[src/rtl/svm_pkg.sv]
// Shared types and helpers for the one-vs-one SVM classifier.
package svm_pkg;

  typedef enum logic [1:0] {
    IDLE   = 2'd0,
    MAC    = 2'd1,
    ARGMAX = 2'd2,
    DONE   = 2'd3
  } state_e;

  typedef struct packed {
    int unsigned i;
    int unsigned j;
  } pair_t;

  // Number of one-vs-one classifiers for n classes.
  function automatic int unsigned num_pair(input int unsigned n);
    return (n * (n - 1)) / 2;
  endfunction

  // Pair index p -> class pair (i,j), ordered (0,1),(0,2)..(0,n-1),(1,2)..
  function automatic pair_t pair_map(input int unsigned p, input int unsigned n);
    pair_t       r;
    int unsigned k;
    r = '0;
    k = 0;
    for (int unsigned a = 0; a < n; a++) begin
      for (int unsigned b = a + 1; b < n; b++) begin
        if (k == p) begin
          r.i = a;
          r.j = b;
        end
        k++;
      end
    end
    return r;
  endfunction

endpackage

[src/rtl/svm_pair_mac.sv]
// Accumulator for one pairwise decision: adds feat*weight per cycle and
// exposes the sign of the running sum including the current product.
module svm_pair_mac #(
  parameter int unsigned FEAT_W = 5,
  parameter int unsigned W_W    = 8,
  parameter int unsigned ACC_W  = 13
) (
  input  logic                    clk,
  input  logic                    rst_n,
  input  logic                    mac_en,
  input  logic                    load_en,
  input  logic signed [ACC_W-1:0] load_val,
  input  logic [FEAT_W-1:0]       feat,
  input  logic signed [W_W-1:0]   weight,
  output logic                    sum_neg_c
);

  localparam int unsigned PROD_W = FEAT_W + W_W + 1;

  logic signed [PROD_W-1:0] prod_c;
  logic signed [ACC_W-1:0]  prod_ext_c;
  logic signed [ACC_W-1:0]  sum_c;
  logic signed [ACC_W-1:0]  acc_d;
  logic signed [ACC_W-1:0]  acc_q;

  // Signed product of zero-extended feature, resized to the wrapping accumulator.
  always_comb begin
    prod_c     = PROD_W'($signed({1'b0, feat})) * PROD_W'(weight);
    prod_ext_c = ACC_W'(prod_c);
    sum_c      = acc_q + prod_ext_c;
    sum_neg_c  = sum_c[ACC_W-1];
    acc_d      = acc_q;
    if (mac_en) acc_d = sum_c;
    if (load_en) acc_d = load_val;
  end

  // Accumulator register.
  always_ff @(posedge clk or negedge rst_n) begin
    if (!rst_n) acc_q <= '0;
    else        acc_q <= acc_d;
  end

endmodule

[src/rtl/svm_ovo_seq.sv]
// Sequential one-vs-one linear SVM: one MAC per cycle, pairwise voting,
// then a per-class argmax scan. Optional macro SVM_VOTES_OUT_EN exports
// the final vote counts on out_votes.
module svm_ovo_seq
  import svm_pkg::*;
#(
  parameter int unsigned NUM_FEAT  = 6,
  parameter int unsigned FEAT_W    = 5,
  parameter int unsigned W_W       = 8,
  parameter int unsigned NUM_CLASS = 3,
  parameter int unsigned ACC_W     = 13,
  parameter logic [num_pair(NUM_CLASS)*NUM_FEAT*W_W-1:0] WEIGHTS = {
    8'h4E, 8'hFE, 8'h01, 8'h02, 8'hFF, 8'h01,
    8'h02, 8'hF2, 8'hF3, 8'hF8, 8'h0F, 8'hFB,
    8'hBD, 8'hFE, 8'hF8, 8'hFE, 8'h04, 8'hFA},
  parameter logic [num_pair(NUM_CLASS)*ACC_W-1:0] INTERCEPTS = {
    13'h1F5D, 13'h00BF, 13'h00DE}
) (
  input  logic                           clk,
  input  logic                           rst_n,
  input  logic                           in_valid,
  output logic                           in_ready,
  input  logic [NUM_FEAT*FEAT_W-1:0]     in_feat,
  output logic                           out_valid,
  input  logic                           out_ready,
  output logic [$clog2(NUM_CLASS)-1:0]   out_class
`ifdef SVM_VOTES_OUT_EN
  ,
  output logic [NUM_CLASS*$clog2(NUM_CLASS)-1:0] out_votes
`endif
);

  localparam int unsigned NUM_PAIR = num_pair(NUM_CLASS);
  localparam int unsigned CLS_W    = $clog2(NUM_CLASS);
  localparam int unsigned PAIR_W   = (NUM_PAIR > 1) ? $clog2(NUM_PAIR) : 1;
  localparam int unsigned FIDX_W   = (NUM_FEAT > 1) ? $clog2(NUM_FEAT) : 1;

  // Constant lookup tables unpacked from the flat parameters.
  logic signed [W_W-1:0]   wt_tab   [NUM_PAIR][NUM_FEAT];
  logic signed [ACC_W-1:0] icpt_tab [NUM_PAIR];
  logic [CLS_W-1:0]        pi_tab   [NUM_PAIR];
  logic [CLS_W-1:0]        pj_tab   [NUM_PAIR];

  for (genvar gp = 0; gp < NUM_PAIR; gp++) begin : g_pair
    localparam pair_t PM = pair_map(gp, NUM_CLASS);
    assign icpt_tab[gp] = INTERCEPTS[gp*ACC_W +: ACC_W];
    assign pi_tab[gp]   = CLS_W'(PM.i);
    assign pj_tab[gp]   = CLS_W'(PM.j);
    for (genvar gf = 0; gf < NUM_FEAT; gf++) begin : g_feat
      assign wt_tab[gp][gf] = WEIGHTS[(gp*NUM_FEAT+gf)*W_W +: W_W];
    end
  end

  state_e                              state_q, state_d;
  logic [NUM_FEAT-1:0][FEAT_W-1:0]     feat_reg_q, feat_reg_d;
  logic [FIDX_W-1:0]                   fidx_q, fidx_d;
  logic [PAIR_W-1:0]                   pair_q, pair_d;
  logic [CLS_W-1:0]                    cls_q, cls_d;
  logic [NUM_CLASS-1:0][CLS_W-1:0]     votes_q, votes_d;
  logic [CLS_W-1:0]                    best_cls_q, best_cls_d;
  logic [CLS_W-1:0]                    best_cnt_q, best_cnt_d;
  logic                                in_ready_q, in_ready_d;
  logic                                out_valid_q, out_valid_d;
  logic [CLS_W-1:0]                    out_class_q, out_class_d;
  logic                                mac_en_c, load_en_c, sum_neg_c;
  logic signed [ACC_W-1:0]             load_val_c;
  logic [CLS_W-1:0]                    scan_cnt_c;

  svm_pair_mac #(
    .FEAT_W (FEAT_W),
    .W_W    (W_W),
    .ACC_W  (ACC_W)
  ) u_mac (
    .clk       (clk),
    .rst_n     (rst_n),
    .mac_en    (mac_en_c),
    .load_en   (load_en_c),
    .load_val  (load_val_c),
    .feat      (feat_reg_q[fidx_q]),
    .weight    (wt_tab[pair_q][fidx_q]),
    .sum_neg_c (sum_neg_c)
  );

  // Next-state, sequencing counters, voting and argmax.
  always_comb begin
    state_d     = state_q;
    feat_reg_d  = feat_reg_q;
    fidx_d      = fidx_q;
    pair_d      = pair_q;
    cls_d       = cls_q;
    votes_d     = votes_q;
    best_cls_d  = best_cls_q;
    best_cnt_d  = best_cnt_q;
    out_valid_d = out_valid_q;
    out_class_d = out_class_q;
    mac_en_c    = 1'b0;
    load_en_c   = 1'b0;
    load_val_c  = icpt_tab[0];
    scan_cnt_c  = votes_q[cls_q];

    unique case (state_q)
      IDLE: begin
        if (in_valid) begin
          feat_reg_d = in_feat;
          load_en_c  = 1'b1;
          votes_d    = '0;
          fidx_d     = '0;
          pair_d     = '0;
          state_d    = MAC;
        end
      end
      MAC: begin
        mac_en_c = 1'b1;
        if (fidx_q == FIDX_W'(NUM_FEAT - 1)) begin
          // Sum complete for this pair: cast the vote and reload.
          if (sum_neg_c) votes_d[pj_tab[pair_q]] = votes_q[pj_tab[pair_q]] + CLS_W'(1);
          else           votes_d[pi_tab[pair_q]] = votes_q[pi_tab[pair_q]] + CLS_W'(1);
          load_en_c = 1'b1;
          fidx_d    = '0;
          if (pair_q == PAIR_W'(NUM_PAIR - 1)) begin
            load_val_c = icpt_tab[0];
            cls_d      = '0;
            best_cls_d = '0;
            best_cnt_d = '0;
            state_d    = ARGMAX;
          end else begin
            load_val_c = icpt_tab[pair_q + PAIR_W'(1)];
            pair_d     = pair_q + PAIR_W'(1);
          end
        end else begin
          fidx_d = fidx_q + FIDX_W'(1);
        end
      end
      ARGMAX: begin
        // Strictly greater keeps the lower index on ties.
        if (scan_cnt_c > best_cnt_q) begin
          best_cnt_d = scan_cnt_c;
          best_cls_d = cls_q;
        end
        if (cls_q == CLS_W'(NUM_CLASS - 1)) begin
          out_class_d = best_cls_d;
          out_valid_d = 1'b1;
          state_d     = DONE;
        end else begin
          cls_d = cls_q + CLS_W'(1);
        end
      end
      DONE: begin
        if (out_ready) begin
          out_valid_d = 1'b0;
          state_d     = IDLE;
        end
      end
      default: state_d = IDLE;
    endcase

    in_ready_d = (state_d == IDLE);
  end

  // State and datapath registers.
  always_ff @(posedge clk or negedge rst_n) begin
    if (!rst_n) begin
      state_q     <= IDLE;
      feat_reg_q  <= '0;
      fidx_q      <= '0;
      pair_q      <= '0;
      cls_q       <= '0;
      votes_q     <= '0;
      best_cls_q  <= '0;
      best_cnt_q  <= '0;
      in_ready_q  <= 1'b1;
      out_valid_q <= 1'b0;
      out_class_q <= '0;
    end else begin
      state_q     <= state_d;
      feat_reg_q  <= feat_reg_d;
      fidx_q      <= fidx_d;
      pair_q      <= pair_d;
      cls_q       <= cls_d;
      votes_q     <= votes_d;
      best_cls_q  <= best_cls_d;
      best_cnt_q  <= best_cnt_d;
      in_ready_q  <= in_ready_d;
      out_valid_q <= out_valid_d;
      out_class_q <= out_class_d;
    end
  end

  assign in_ready  = in_ready_q;
  assign out_valid = out_valid_q;
  assign out_class = out_class_q;

`ifdef SVM_VOTES_OUT_EN
  logic [NUM_CLASS-1:0][CLS_W-1:0] out_votes_q, out_votes_d;

  // Snapshot of the final votes, published together with the class.
  always_comb begin
    out_votes_d = out_votes_q;
    if (state_q == ARGMAX && state_d == DONE) out_votes_d = votes_q;
  end

  // Vote output register.
  always_ff @(posedge clk or negedge rst_n) begin
    if (!rst_n) out_votes_q <= '0;
    else        out_votes_q <= out_votes_d;
  end

  assign out_votes = out_votes_q;
`else
  // Vote counts stay internal to the argmax.
`endif

endmodule

[config.mk]
export PLATFORM = sky130hd
export DESIGN_NAME = svm_ovo_seq
export DESIGN_NICKNAME = d
export VERILOG_FILES = /design/src/rtl/svm_pkg.sv /design/src/rtl/svm_pair_mac.sv /design/src/rtl/svm_ovo_seq.sv
export SDC_FILE = /design/constraint.sdc
export NUM_CORES = 1
export LEC_CHECK = 0
export CAP_MARGIN = 20
export CELL_PAD_IN_SITES_DETAIL_PLACEMENT = 1
export CELL_PAD_IN_SITES_GLOBAL_PLACEMENT = 1
export CORE_MARGIN = 2
export CORE_UTILIZATION = 47
export DETAILED_ROUTE_END_ITERATION = 8
export PLACE_DENSITY_LB_ADDON = 0.1
export REMOVE_ABC_BUFFERS = 1
export SLEW_MARGIN = 15
export SYNTH_ARGS = -nofsm -noshare
export SYNTH_HDL_FRONTEND = slang
export SYNTH_SLANG_ARGS = --single-unit
[constraint.sdc]
create_clock -name clk -period 7.64 [get_ports clk]
set_input_delay 2.292 -clock clk [delete_from_list [all_inputs] [get_ports clk]]
set_output_delay 2.292 -clock clk [all_outputs]
set_load 0.03 [all_outputs]
==> impl_metrics.yaml, run 1 <==
outcome:
  status: "finished, final reports clean"
route:
  num_vias: 4166
  antenna_left: 0
  top_layer_used: "met4"
  met1_length_um: 6270
  totalWireLength_um: 14000
  wl_met3_um: 439
  avgViaCountPerCell: 5.70
  wl_met2_um: 7020
  drc: 0
  routedWlPerCell_um: 19.2
  initialDrtViolationCount: 188
  dr.pass1.iters: 4
clocking:
  cts_buffers: 9
  ctsHtreeMaxLevel: 3
  clock_path_buffers: 2
  ctsResizeCount: 0
  clk_latency_ps: 340
  cts-root-buf: "clkbuf_16"
  cts_hold_buf: 0
  cts.sinks: 66
  path_clk_slew_ps: 60
  cts_tree: "built"
  postCtsSetupBuffers: 0
sta:
  fmax_ghz: 0.144
  min_period_ps: 6960
  setup_slack_ps: 678
  final_hold_viol_count: 0
  rsz0062_at_grt: "false"
  finalClockSkew_ps: 8.78
  finalSetupViolCount: 0
  fin_crit_sh: 0.911
  worstMarginPinSlew_ps: 907
  slew_headroom: 0.395
  setup_tns_ps: 0
  worst_hold_slack_ps: 494
  drv_slew: 0
critical_path:
  cp_slowest_cell: "dfrtp_1"
  crit_fanout: 22
  critPathLaunchType: "register"
  end_kind: "register"
  crit_type: "register to register"
  max_stage_delay_ps: 870
  path_cells: "mux4_2 > a22oi_1 > or2_2 > inv_1 > fa_1 > inv_1 > fa_1 > inv_1 > fa_1 > inv_1 > fa_1 > inv_1 > ha_1 > nor3_1 > nor3_1 > a21oi_1 > a21oi_1 > or3_4 > a21oi_2 > o2111ai_1 > o2111ai_1"
  required_ps: 7900
  crit_arrival_ps: 7220
  crit_top_cell: "inv_1"
yosys:
  async_flop_share: 1.00
  syn_area_per_cell_um2: 9.63
  seq_area_frac_synth: 0.309
  synth_edf_count: 0
  ys_types: 60
  ys.flop_type: "dfrtp_1"
  synth_cells: 555
  syn_area_mm2: 0.00534
  ys_seq_elements: 66
  yosys_warnings: 0
final_layout:
  fin_util: 0.555
  seqCellArea_mm2: 0.00165
  area_growth_syn_to_layout_pct: 14.1
  final_nets: 690
  n_antenna_cell: 0
  multi_input_area_mm2: 0.00332
  drive_gt1_frac: 0.122
  fillers: 1253
floorplanning:
  num_rows: 38
  coreArea_mm2: 0.0110
  start_util: 0.487
  dieArea_mm2: 0.0122
  ios: 38
  chipHeight_um: 111
  dieWidth_um: 111
grt:
  grt_max_degree: 67
  antenna_found_initial: 0
  overflow: 0
  grt_pass1_wl_um: 23600
  first_global_vias: 4659
  gr-usage-all-layers: 0.242
placed_design:
  dp_slack_ps: 720
  hpwlAfterDp_um: 10400
  port_buffers: 37
  gp_congestion: 0.844
run:
  cap_violations: 0
hold_path:
  min_path_type: "register to register"
[metal layers]
| layer | global-route usage | vias up |
|---|---|---|
| met5 | 0 | - |
| met3 | 0.0329 | 18 |
| met4 | 0.0858 | 0 |
| met2 | 0.420 | 76 |
| met1 | 0.309 | 2108 |
| li1 | - | 1964 |
[registers in the layout, indices dropped and copies added (netlist names)]
name         flops
feat_reg_q      30
u_mac.acc_q     13
votes_q          6
fidx_q           3
best_cls_q       2
best_cnt_q       2
cls_q            2
out_class        2
pair_q           2
state_q          2
in_ready         1
out_valid        1
[cell usage after synthesis, types with 6 or more instances]
| cell type | n | area, um^2 |
|---|---|---|
| a22oi_1 | 8 | 60.1 |
| nand2_1 | 26 | 97.6 |
| o21ai_1 | 6 | 30.0 |
| fa_1 | 31 | 621 |
| mux2i_1 | 12 | 120 |
| inv_1 | 74 | 278 |
| xnor2_1 | 11 | 96.3 |
| or2_2 | 6 | 37.5 |
| o21ai_0 | 21 | 105 |
| ha_1 | 39 | 488 |
| o22ai_1 | 6 | 37.5 |
| clkbuf_1 | 14 | 52.6 |
| dfrtp_1 | 65 | 1630 |
| a21oi_1 | 30 | 150 |
| nor2_1 | 58 | 218 |
| xor2_1 | 6 | 52.6 |
| nor3_1 | 15 | 75.1 |
| mux2_2 | 34 | 383 |
| a211oi_1 | 7 | 52.6 |
[final timing paths]
check                                     startpoint                         end  slack (ps)  cells after the start
max                            fidx_q[0]$_DFFE_PN0P_      votes_q[3]$_DFFE_PN0P_         680                     21
min                        best_cnt_q[0]$_DFFE_PN0P_   best_cnt_q[0]$_DFFE_PN0P_         490                      2
max reg2reg                    fidx_q[0]$_DFFE_PN0P_      votes_q[3]$_DFFE_PN0P_         680                     21
min reg2reg                best_cnt_q[0]$_DFFE_PN0P_   best_cnt_q[0]$_DFFE_PN0P_         490                      2
max in group asynchronous                      rst_n  feat_reg_q[17]$_DFFE_PN0P_        4880                      2
min in group asynchronous                      rst_n  u_mac.acc_q[3]$_DFFE_PN0P_        2140                      2
[metrics by stage]
step / instances / instance area (um^2)
floorplan: 535 / 5240
global placement: 714 / 5800
detailed placement: 714 / 5800
CTS: 730 / 6090
global route: 731 / 6100
finish: 731 / 6100
[layout make-up]
cell class | count | area share
inverters | 74 | 0.0456
clock inverters | 5 | 0.00903
clock buffers | 11 | 0.0382
well taps | 140 | 0.0287
flip-flops and latches | 66 | 0.271
repair buffers | 40 | 0.0636
multi-input cells | 395 | 0.544
[cells by family (layout without fill, tap and decap cells)]
group / count (synthesis) / in the layout / synth area share
AO/OA/AOI/OAI: 120 / 120 / 0.148
XOR/XNOR: 17 / 17 / 0.0279
adder cells (fa/ha/maj): 70 / 70 / 0.207
buffers and inverters: 94 / 130 / 0.0712
flip-flops: 66 / 66 / 0.309
multiplexers: 50 / 50 / 0.112
AND/OR/NAND/NOR: 138 / 138 / 0.124
[cell usage in the layout, fill, tap and decap left out, types with 4 or more instances in the layout]
cell type	netlist	final
inv_1	74	74
nand2_1	26	26
nor3_1	15	15
nor2b_1	5	5
xor2_1	6	6
or2_2	6	6
nand2b_1	5	5
dfrtp_1	65	65
clkdlybuf4s50_1	0	36
clkbuf_16	0	9
o2111ai_1	4	4
nor2_1	58	58
mux2i_1	12	12
a21o_1	5	5
ha_1	39	39
a211oi_1	7	7
o21ai_1	6	6
xnor2_1	11	11
fa_1	31	31
o31ai_1	4	4
a31oi_1	5	5
o22ai_1	6	6
mux2_2	34	34
o21ai_0	21	21
a21oi_1	30	30
a22oi_1	8	8
[critical path: cells and delay by family, from the launching register on]
family	cells	cell delay (ps)
flip-flops	1	870
AND/OR/NAND/NOR	4	960
multiplexers	1	590
AO/OA/AOI/OAI	6	1720
buffers and inverters	5	330
adder cells (fa/ha/maj)	5	2410
Power of run 1 is not shown: default switching activity piles up to over one toggle a cycle in this logic, so the estimate is an artifact.
==> run 2, diff against run 1 <==
- CORE_UTILIZATION: 47 -> 37
==> run 2 against run 1 <==
Worst hold slack lost 7.6 ps. Clock skew shrank 2.8 ps. Highest routed layer unchanged. Via count shrank 1.7%. Maximum frequency grew 2.5%. Final cell count grew 5.6%.
==> impl_metrics.yaml, run 2 (synthesis gave the netlist of run 1 again) <==
sta:
  min_period_ps: 6800
  finalSetupViolCount: 0
  fin_crit_sh: 0.889
  finalClockSkew_ps: 6.02
  worst_hold_slack_ps: 487
  final_hold_viol_count: 0
  fmax_ghz: 0.147
  rsz0062_at_grt: "false"
  drv_slew: 0
  setup_tns_ps: 0
  slew_headroom: 0.399
  worstMarginPinSlew_ps: 901
final_layout:
  drive_gt1_frac: 0.127
  largest_register_ffs: 30
  area_growth_syn_to_layout_pct: 15.1
  multi_input_area_mm2: 0.00332
  seqCellArea_mm2: 0.00165
  mostFrequentLayoutCells: "74 x inv_1, 65 x dfrtp_1, 58 x nor2_1"
  top_regs: "feat_reg_q (30), u_mac.acc_q (13), votes_q (6)"
  n_antenna_cell: 0
  fillers: 1608
  regMostFlops: "feat_reg_q"
  layout_commonest_cell: "inv_1"
  final_nets: 691
clocking:
  cts_buffers: 9
  ctsHtreeMaxLevel: 3
  ctsResizeCount: 0
  cts_hold_buf: 0
  cts-root-buf: "clkbuf_16"
  postCtsSetupBuffers: 0
  cts_tree: "built"
  clock_path_buffers: 2
  clk_latency_ps: 340
  path_clk_slew_ps: 60
  cts.sinks: 66
critical_path:
  critPathLaunchType: "register"
  max_stage_delay_ps: 860
  crit_arrival_ps: 7050
  crit_fanout: 22
  path_cells: "mux4_2 > a22oi_1 > or2_2 > inv_1 > fa_1 > inv_1 > fa_1 > inv_1 > fa_1 > inv_1 > fa_1 > inv_1 > ha_1 > nor3_1 > nor3_1 > a21oi_1 > a21oi_1 > or3_4 > a21oi_2 > o2111ai_1 > o2111ai_1"
  path_buf_inv: 5
  crit_family: "adder cells"
  crit_top_cell: "inv_1"
  end_kind: "register"
  cp_slowest_cell: "dfrtp_1"
  required_ps: 7890
  crit_type: "register to register"
hold_path:
  min_path_type: "register to register"
outcome:
  status: "finished, final reports clean"
floorplanning:
  dieWidth_um: 124
  start_util: 0.382
  dieArea_mm2: 0.0154
  coreArea_mm2: 0.0140
  num_rows: 43
  chipHeight_um: 124
  ios: 38
grt:
  antenna_found_initial: 0
  overflow: 0
  grt_pass1_wl_um: 22300
  first_global_vias: 4344
  gr-usage-all-layers: 0.192
  grt_max_degree: 67
route:
  totalWireLength_um: 13500
  routedWlPerCell_um: 17.5
  initialDrtViolationCount: 199
  dr.pass1.iters: 4
  antenna_left: 0
  num_vias: 4097
  drc: 0
  avgViaCountPerCell: 5.31
placed_design:
  hpwlAfterDp_um: 10300
  port_buffers: 37
  gp_congestion: 0.843
run:
  cap_violations: 0
## run 2: cell types whose count changed in the layout (fill, tap and decap cells not counted), moves of 2 or more
cell | previous run | this run
clkinv_4 | 0 | 3
inv_6 | 0 | 3
clkbuf_1 | 2 | 0
clkinv_2 | 2 | 0
## run 2: final cells by class
type / instances / area share
inverter: 74 / 0.0451
multi-input combinational: 395 / 0.539
timing repair buffer: 41 / 0.0643
sequential: 66 / 0.269
tap: 180 / 0.0366
clock buffer: 9 / 0.0366
clock inverter: 7 / 0.00976
## run 2: tightest hold or removal path: cells and delay by family (launching register included)
kind / cells / cell delay, ps
AO/OA/AOI/OAI: 1 / 60
AND/OR/NAND/NOR: 1 / 50
flip-flops: 1 / 340
## run 2: path summary, 6_finish.rpt
path | from | end | slack, ps | depth (start not counted)
setup reg to reg | fidx_q[0]$_DFFE_PN0P_ | votes_q[3]$_DFFE_PN0P_ | 840 | 21
setup / recovery | fidx_q[0]$_DFFE_PN0P_ | votes_q[3]$_DFFE_PN0P_ | 840 | 21
hold / removal | out_class[1]$_DFFE_PN0P_ | out_class[1]$_DFFE_PN0P_ | 490 | 2
min in group asynchronous | rst_n | u_mac.acc_q[2]$_DFFE_PN0P_ | 2140 | 2
hold reg to reg | out_class[1]$_DFFE_PN0P_ | out_class[1]$_DFFE_PN0P_ | 490 | 2
max in group asynchronous | rst_n | feat_reg_q[6]$_DFFE_PN0P_ | 4890 | 2
## run 2: stage by stage
stage,util,std cells,area [um^2],setup WS (ps)
floorplan,-,535,5240,1590
global placement,0.419,755,5860,973
detailed placement,0.419,756,5870,801
CTS,0.440,772,6150,779
global route,0.440,772,6150,396
finish,0.440,772,6150,845
## run 2: routing by layer
metal | part of all wire | vias to the layer above | track usage | routed length [um]
met3 | 0.029 | 16 | 0.0371 | 396
met5 | 0 | - | 0 | 0
li1 | - | 1965 | - | -
met4 | 0.019 | 0 | 0.0646 | 259
met1 | 0.48 | 2063 | 0.254 | 6480
met2 | 0.47 | 53 | 0.314 | 6380
Power of run 2 is left out for the same reason.
==> run 3, diff against run 2 <==
==> constraint.sdc (replaced) <==
create_clock -name clk -period 7.64 [get_ports clk]
set_input_delay 1.528 -clock clk [delete_from_list [all_inputs] [get_ports clk]]
set_output_delay 1.528 -clock clk [all_outputs]
set_load 0.03 [all_outputs]
==> results of run 3 <==
The final DEF is identical to that of run 2. Status: finished, final reports clean.
Power of run 3 is left out for the same reason.
